**src/rtl/transceiver_crc_check.sv**
```systemverilog
// RX packet integrity monitor: frames SDP/STP..END packets, checks CRC-16 residue and length.
// Error/packet counters exist only when LVDS_RX_CRC_COUNTERS_EN is defined.
module transceiver_crc_check #(
  parameter logic [15:0] CRC_POLY  = 16'h1021,
  parameter logic [15:0] CRC_INIT  = 16'hFFFF,
  parameter int          MAX_LEN   = 64,
  parameter int          CNT_WIDTH = 16
) (
  input  logic                 i_sys_clk_120,
  input  logic                 i_sys_arst_n,
  input  logic [8:0]           i_data,
  input  logic                 i_status_ack,
  input  logic                 i_cnt_clr,
  output logic                 o_pls_err_dllp,
  output logic                 o_pls_err_tlp,
  output logic                 o_pls_err_frame,
  output logic                 o_status_err,
  output logic [CNT_WIDTH-1:0] o_cnt_dllp_ok,
  output logic [CNT_WIDTH-1:0] o_cnt_dllp_err,
  output logic [CNT_WIDTH-1:0] o_cnt_tlp_ok,
  output logic [CNT_WIDTH-1:0] o_cnt_tlp_err,
  output logic [CNT_WIDTH-1:0] o_cnt_frame_err
);
  localparam logic [7:0] SYM_SDP = 8'h5C;
  localparam logic [7:0] SYM_STP = 8'hFB;
  localparam logic [7:0] SYM_END = 8'hFD;
  localparam int         LEN_W   = $clog2(MAX_LEN + 1);

  typedef enum logic [1:0] {ST_IDLE, ST_DLLP, ST_TLP, ST_DISCARD} state_t;

  state_t           state, state_nxt;
  logic [8:0]       data_p0;
  logic             vld_p0;
  logic [15:0]      crc_p1, crc_nxt;
  logic [LEN_W-1:0] len_p1, len_nxt;
  logic             is_k, is_sdp, is_stp, is_end, in_pkt, is_dllp;
  logic             ev_frame, ev_ok, ev_bad;
  logic [4:0]       cnt_inc;

  function automatic logic [15:0] crc_byte(input logic [15:0] c, input logic [7:0] d);
    logic [15:0] r;
    r = c ^ {d, 8'h00};
    for (int i = 0; i < 8; i++) begin
      r = r[15] ? ((r << 1) ^ CRC_POLY) : (r << 1);
    end
    return r;
  endfunction

  // Stage p0: input symbol register
  always_ff @(posedge i_sys_clk_120) begin
    data_p0 <= i_data;
  end

  // vld_p0 masks the stale symbol held in data_p0 across a reset release
  always_ff @(posedge i_sys_clk_120 or negedge i_sys_arst_n) begin
    if (!i_sys_arst_n) vld_p0 <= 1'b0;
    else               vld_p0 <= 1'b1;
  end

  assign is_k    = data_p0[8];
  assign is_sdp  = is_k && (data_p0[7:0] == SYM_SDP);
  assign is_stp  = is_k && (data_p0[7:0] == SYM_STP);
  assign is_end  = is_k && (data_p0[7:0] == SYM_END);
  assign in_pkt  = (state == ST_DLLP) || (state == ST_TLP);
  assign is_dllp = (state == ST_DLLP);

  always_comb begin
    state_nxt = state;
    crc_nxt   = crc_p1;
    len_nxt   = len_p1;
    ev_frame  = 1'b0;
    ev_ok     = 1'b0;
    ev_bad    = 1'b0;
    if (vld_p0) begin
      if (is_sdp || is_stp) begin
        ev_frame  = in_pkt;
        state_nxt = is_sdp ? ST_DLLP : ST_TLP;
        crc_nxt   = CRC_INIT;
        len_nxt   = '0;
      end else if (in_pkt) begin
        if (is_end) begin
          if (len_p1 < LEN_W'(3)) ev_frame = 1'b1;
          else if (crc_p1 == 16'h0000) ev_ok = 1'b1;
          else ev_bad = 1'b1;
          state_nxt = ST_IDLE;
        end else if (is_k) begin
          ev_frame  = 1'b1;
          state_nxt = ST_IDLE;
        end else if (len_p1 == LEN_W'(MAX_LEN)) begin
          ev_frame  = 1'b1;
          state_nxt = ST_DISCARD;
        end else begin
          crc_nxt = crc_byte(crc_p1, data_p0[7:0]);
          len_nxt = len_p1 + LEN_W'(1);
        end
      end else if (is_end) begin
        ev_frame  = (state == ST_IDLE);
        state_nxt = ST_IDLE;
      end
    end
  end

  assign cnt_inc = {ev_frame, ev_bad & ~is_dllp, ev_ok & ~is_dllp, ev_bad & is_dllp, ev_ok & is_dllp};

  // Stage p1: framing state and registered error outputs
  always_ff @(posedge i_sys_clk_120 or negedge i_sys_arst_n) begin
    if (!i_sys_arst_n) begin
      state           <= ST_IDLE;
      crc_p1          <= CRC_INIT;
      len_p1          <= '0;
      o_pls_err_dllp  <= 1'b0;
      o_pls_err_tlp   <= 1'b0;
      o_pls_err_frame <= 1'b0;
      o_status_err    <= 1'b0;
    end else begin
      state           <= state_nxt;
      crc_p1          <= crc_nxt;
      len_p1          <= len_nxt;
      o_pls_err_dllp  <= cnt_inc[1];
      o_pls_err_tlp   <= cnt_inc[3];
      o_pls_err_frame <= cnt_inc[4];
      o_status_err    <= cnt_inc[1] | cnt_inc[3] | cnt_inc[4] | (o_status_err & ~i_status_ack);
    end
  end

`ifdef LVDS_RX_CRC_COUNTERS_EN
  logic [CNT_WIDTH-1:0] cnt_p1 [5];

  function automatic logic [CNT_WIDTH-1:0] sat_inc(input logic [CNT_WIDTH-1:0] c);
    return (c == {CNT_WIDTH{1'b1}}) ? c : c + CNT_WIDTH'(1);
  endfunction

  always_ff @(posedge i_sys_clk_120 or negedge i_sys_arst_n) begin
    if (!i_sys_arst_n) begin
      for (int i = 0; i < 5; i++) cnt_p1[i] <= '0;
    end else if (i_cnt_clr) begin
      for (int i = 0; i < 5; i++) cnt_p1[i] <= '0;
    end else begin
      for (int i = 0; i < 5; i++) begin
        if (cnt_inc[i]) cnt_p1[i] <= sat_inc(cnt_p1[i]);
      end
    end
  end

  assign o_cnt_dllp_ok   = cnt_p1[0];
  assign o_cnt_dllp_err  = cnt_p1[1];
  assign o_cnt_tlp_ok    = cnt_p1[2];
  assign o_cnt_tlp_err   = cnt_p1[3];
  assign o_cnt_frame_err = cnt_p1[4];
`else
  logic cnt_unused;
  assign cnt_unused      = ^{i_cnt_clr, cnt_inc};
  assign o_cnt_dllp_ok   = '0;
  assign o_cnt_dllp_err  = '0;
  assign o_cnt_tlp_ok    = '0;
  assign o_cnt_tlp_err   = '0;
  assign o_cnt_frame_err = '0;
`endif

endmodule

```
**config.mk**
```make
export PLATFORM = sky130hd
export DESIGN_NAME = transceiver_crc_check
export DESIGN_NICKNAME = d
export VERILOG_FILES = /design/src/rtl/transceiver_crc_check.sv
export SDC_FILE = /design/constraint.sdc
export NUM_CORES = 1
export LEC_CHECK = 0
export BUFFER_PORTS_ARGS = -buffer_cell sky130_fd_sc_hd__buf_4
export CAP_MARGIN = 30
export CORE_UTILIZATION = 47
export CTS_CLUSTER_DIAMETER = 100
export CTS_CLUSTER_SIZE = 40
export DETAILED_ROUTE_END_ITERATION = 6
export GPL_ROUTABILITY_DRIVEN = 0
export GPL_TIMING_DRIVEN = 0
export PLACE_DENSITY_LB_ADDON = 0.3
export SYNTH_ARGS = -nofsm -noshare
export SYNTH_HDL_FRONTEND = slang
export SYNTH_SLANG_ARGS = --single-unit
```
**constraint.sdc**
```tcl
create_clock -name i_sys_clk_120 -period 3.4 [get_ports i_sys_clk_120]
set_input_delay 0.34 -clock i_sys_clk_120 [delete_from_list [all_inputs] [get_ports i_sys_clk_120]]
set_output_delay 0.34 -clock i_sys_clk_120 [all_outputs]
set_load 0.005 [all_outputs]
```
==> After elaboration in Yosys (flattened, before gate mapping) <==
Cells that the tools add are included.
{ "totals": {"regBits": 39, "input_bits": 13, "output_inout_bits": 84, "elab_cells": 88} }
{ "op_classes": {"addsub": 1, "order_cmp": 1, "n_eq_ne": 9, "muxes": 39, "bitwise": 17, "n_reduce_logical": 12} }
{ "ops": {"columns": ["cell", "count"], "rows": [
  ["$mux W13", 8],
  ["$mux W16", 5],
  ["$mux W7", 5],
  ["$not A3 Y3", 8],
  ["$eq A8 B8 Y1 const B", 2],
  ["$logic_not A16 Y1", 1],
  ["$xor A16 B16 Y16", 1],
  ["$mux W1", 14],
  ["$mux W2", 7],
  ["$eq A8 B7 Y1 const B", 1],
  ["$add A7 B1 Y7 const B", 1],
  ["$eq A7 B7 Y1 const B", 1],
  ["$lt A7 B2 Y1 const B", 1],
  ["$reduce_and A5 Y1", 1],
  ["$ne A2 B1 Y1 const B", 2],
  ["$reduce_bool A4 Y1", 1],
  ["$and A1 B1 Y1", 3],
  ["$logic_and A1 B1 Y1", 3],
  ["$or A1 B1 Y1", 3],
  ["$reduce_and A3 Y1", 1],
  ["$reduce_bool A3 Y1", 1],
  ["$eq A2 B1 Y1 const B", 1],
  ["$eq A2 B2 Y1 const B", 1],
  ["$logic_not A2 Y1", 1],
  ["other kinds (4)", 6]
]} }

==> Longest topological paths before layout <==
{ "logic_depth": {"depth_word": 22, "mapped_depth": 7, "ltp_nobuf": 7} }

==> Worst setup path after synthesis <==
No wires, ideal clock.
{ "synth_timing": {"path_kind": "flip-flop to flip-flop", "start": "register state[0]", "end": "register crc_p1[12]", "setup_ns": 0.082, "t_arrival_ns": 1.579, "required_ns": 3.318, "setup_slack_ns": 1.739, "path_stages_with_launch": 8, "path_buffers": 1, "period_less_slack_ns": 1.661, "path_cell_list": "dfrtp_1 > inv_1 > ha_1 > nand2_1 > a311oi_4 > buf_6 > nor2_1 > a22oi_1"} }
{ "synth_between": {"elab_chain_len": 4} }
{ "synth_rtl": {"columns": ["item", "line", "source"], "rows": [
  ["start: declaration", "31", "state_t state, state_nxt;"],
  ["start signal: assignment", "116", "state <= state_nxt;"],
  ["$eq A2 B1 Y1 or $eq A2 B2 Y1 (tied branches)", "64", "assign in_pkt = (state == ST_DLLP) || (state == ST_TLP);"],
  ["$logic_or A1 B1 Y1 (*)", "64", null],
  ["$reduce_bool A2 Y1 (no line) (*)", null, null],
  ["$reduce_and A5 Y1 (no line) (*)", null, null],
  ["end signal: assignment", "117", "crc_p1 <= crc_nxt;"],
  ["end: declaration", "34", "logic [15:0] crc_p1, crc_nxt;"]
]} }
Mark *: on every way between the ends. The rest lies on a longest branch, timed or not.
A chain may end at the register's enable or synchronous reset.

==> Worst setup path after layout <==
{ "layout_timing": {"start": "register state[0]", "end": "register crc_p1[8]"} }
Same word-level chain as after synthesis.

==> out/metrics.yaml <==
drc: 0
dp_hpwl_um: 3280
clk_pin_slew_ns: 0.08
syn_inst: 258
cts_setup_buffers: 0
ys_seq_elements: 39
yosys_most_used_dff: "dfstp_2"
max_freq_ghz: 0.523
multi_input_comb_area_um2: 1220
hold_viol: 0
worstSetupEndpointType: "flop"
initial_core_util_pct: 49.3
ys_seq_area_share_pct: 37.5
drive_gt1_share_pct: 36.8
crit_path_cell_trace: "inv_1, ha_1, nand2_1, a311oi_4, buf_6, nor2_1, a22oi_1"
max_cap_violations: 0
ir_worst_vdd_mv: 0.300
cts_max_level: 2
grt_start_max_net_pins: 31
cp_max_fo: 10
setup_viol: 0
crit_slowest_cell: "a311oi_4"
drt-wirelength-per-cell_um: 9.57
power.density_nw_per_um2: 671
die_y_um: 75.4
cts_resized: 0
cts_tree: "yes"
regToRegSetupSlack_ns: 1.49
cp.required_ns: 3.61
final_nets: 377
status: "finished, final reports clean"
ant_nets: 0
grt_pass1_wl_um: 6610
crit_cells: 7
diodes: 0
grt_pass1_vias: 1462
drt-pass1-iter-count: 4
cts_root_buffer: "clkbuf_8"
period_share_pct: 56.3
grt_overflow: 0
critPathMaxStageDelay_ns: 0.50
io_buffers: 15
rr_worst_depth: 7
viasPerCell: 4.08
pin_count: 97
critPathLaunchType: "flop"
power.leakage_nw: 1.63
antenna_found_initial: 0
cts.sinks: 39
critPathBufInv: 2
rsz0062_at_grt: "false"
synthArstFlopShare_pct: 76.9
areaGrowthSynthToFinish_pct: 24.8
whs_path_depth: 1
tns_ns: 0
cts_buffers: 5
nFillCells: 461
yosysWarnings: 0
clk_path_buf_depth: 2
syn_area_per_cell_um2: 9.83
totalWireLength_um: 4120
period_minus_slack_ns: 1.91
fin_skew_ns: 0.0106
ctsHoldBuffers: 1
report.final.slew_viol_count: 0
die_width_um: 75.4
criticalPathCategory: "reg -> reg"
synth_edf_count: 0
cp_top_family: "compound AO/OA/AOI/OAI gates"
fin_ws_ns: 1.49
core_area_um2: 5140
drt-initial-drc-count: 50
vias: 1759
synth_cell_types: 42
pre_cts_ws_ns: 1.47
clk_latency_ns: 0.29
worst_ep_arrival_time_ns: 2.13
regArea_um2: 951
die_area_um2: 5690
grt_usage_pct: 15.7
std_cell_rows: 26
worst_hold_path_type: "in -> reg"
netlist_area_um2: 2530
synth_stat cells (2+ instances only):
master	instances	area, um^2
a21oi_1	5	25.0
a22oi_1	12	90.1
a22oi_2	2	25.0
a2bb2oi_1	2	17.5
and4_1	2	17.5
buf_4	80	601
buf_6	3	33.8
conb_1	2	7.51
dfrtp_1	14	350
dfstp_2	16	420
dfxtp_1	9	180
ha_1	4	50.1
inv_1	6	22.5
nand2_1	8	30.0
nand2b_1	2	12.5
nand3_1	4	20.0
nor2_1	30	113
nor4_1	5	31.3
o21ai_0	2	10.0
xnor2_1	19	166
xor2_1	10	87.6
path summary, 6_finish.rpt:
kind                              start            to
max                            state[0]     crc_p1[8]
min                           i_data[4]    data_p0[4]
max reg2reg                    state[0]     crc_p1[8]
min reg2reg                o_status_err  o_status_err
max in group asynchronous  i_sys_arst_n    crc_p1[12]
min in group asynchronous  i_sys_arst_n     len_p1[4]
placed cells by master, fill, tap and decap left out, drive strengths merged, types with 2 or more instances in the layout:
master | synthesis | final
nor4 | 6 | 6
nor2 | 30 | 30
a2bb2oi | 2 | 2
dfstp | 16 | 16
and4 | 2 | 2
xnor2 | 19 | 19
inv | 6 | 7
nor3 | 3 | 3
dfrtp | 14 | 14
o21ai | 2 | 2
xor2 | 10 | 10
a21oi | 5 | 5
dfxtp | 9 | 9
ha | 4 | 4
nand2b | 2 | 2
conb | 2 | 81
clkbuf | 0 | 6
nand2 | 8 | 8
buf | 84 | 99
nand3 | 5 | 5
a22oi | 14 | 14
final cells by class:
class,count,share of cell area [%]
inverters,6,0.712
plain buffers,84,20.2
repair buffers,16,3.88
clock buffers,6,2.61
clock inverters,2,1.23
flip-flops and latches,39,30.1
well taps,70,2.77
multi-input cells,208,38.5
through the flow:
step                      cell area (um^2)  utilization, %  power [mW]  hold slack [ns]  instances
after floorplan                       2830               -        1.55           0.0444        337
after global placement                3030            59.0        1.70            0.286        422
after detailed placement              3030            59.0        1.72            0.295        422
after CTS                             3160            61.5        2.13            0.130        431
after global routing                  3160            61.5        2.28            0.123        431
final                                 3160            61.5        2.12            0.140        431
where the power goes:
part,internal [mW],switching [mW],leakage [nW]
Combinational,0.459,0.430,1.14
Sequential,0.680,0.146,0.428
Clock,0.241,0.164,0.0618
Total,1.38,0.741,1.63
logic make-up after synthesis:
family	share of synthesized area (%)
buf+inv	26.1
flops	37.5
simple gates	13.8
xor+xnor	10.0
compound gates	10.3
fa+ha+maj	1.97
other cells	0.296
routing by layer:
layer / up-vias / part of all wire [%] / track usage, % / routed length [um]
li1: 902 / - / - / -
met1: 774 / 43 / 20.3 / 1790
met2: 77 / 46 / 25.2 / 1890
met3: 6 / 9.1 / 3.57 / 376
met4: 0 / 1.7 / 6.79 / 72
met5: - / 0 / 0 / 0
registers in the layout, indices dropped and copies added (netlist names):
signal and count:
o_pls_err_tlp 1, o_pls_err_frame 1, o_pls_err_dllp 1, crc_p1 16, vld_p0 1, o_status_err 1, data_p0 9, len_p1 7
state 2
Power figures use the tool's default switching activity.
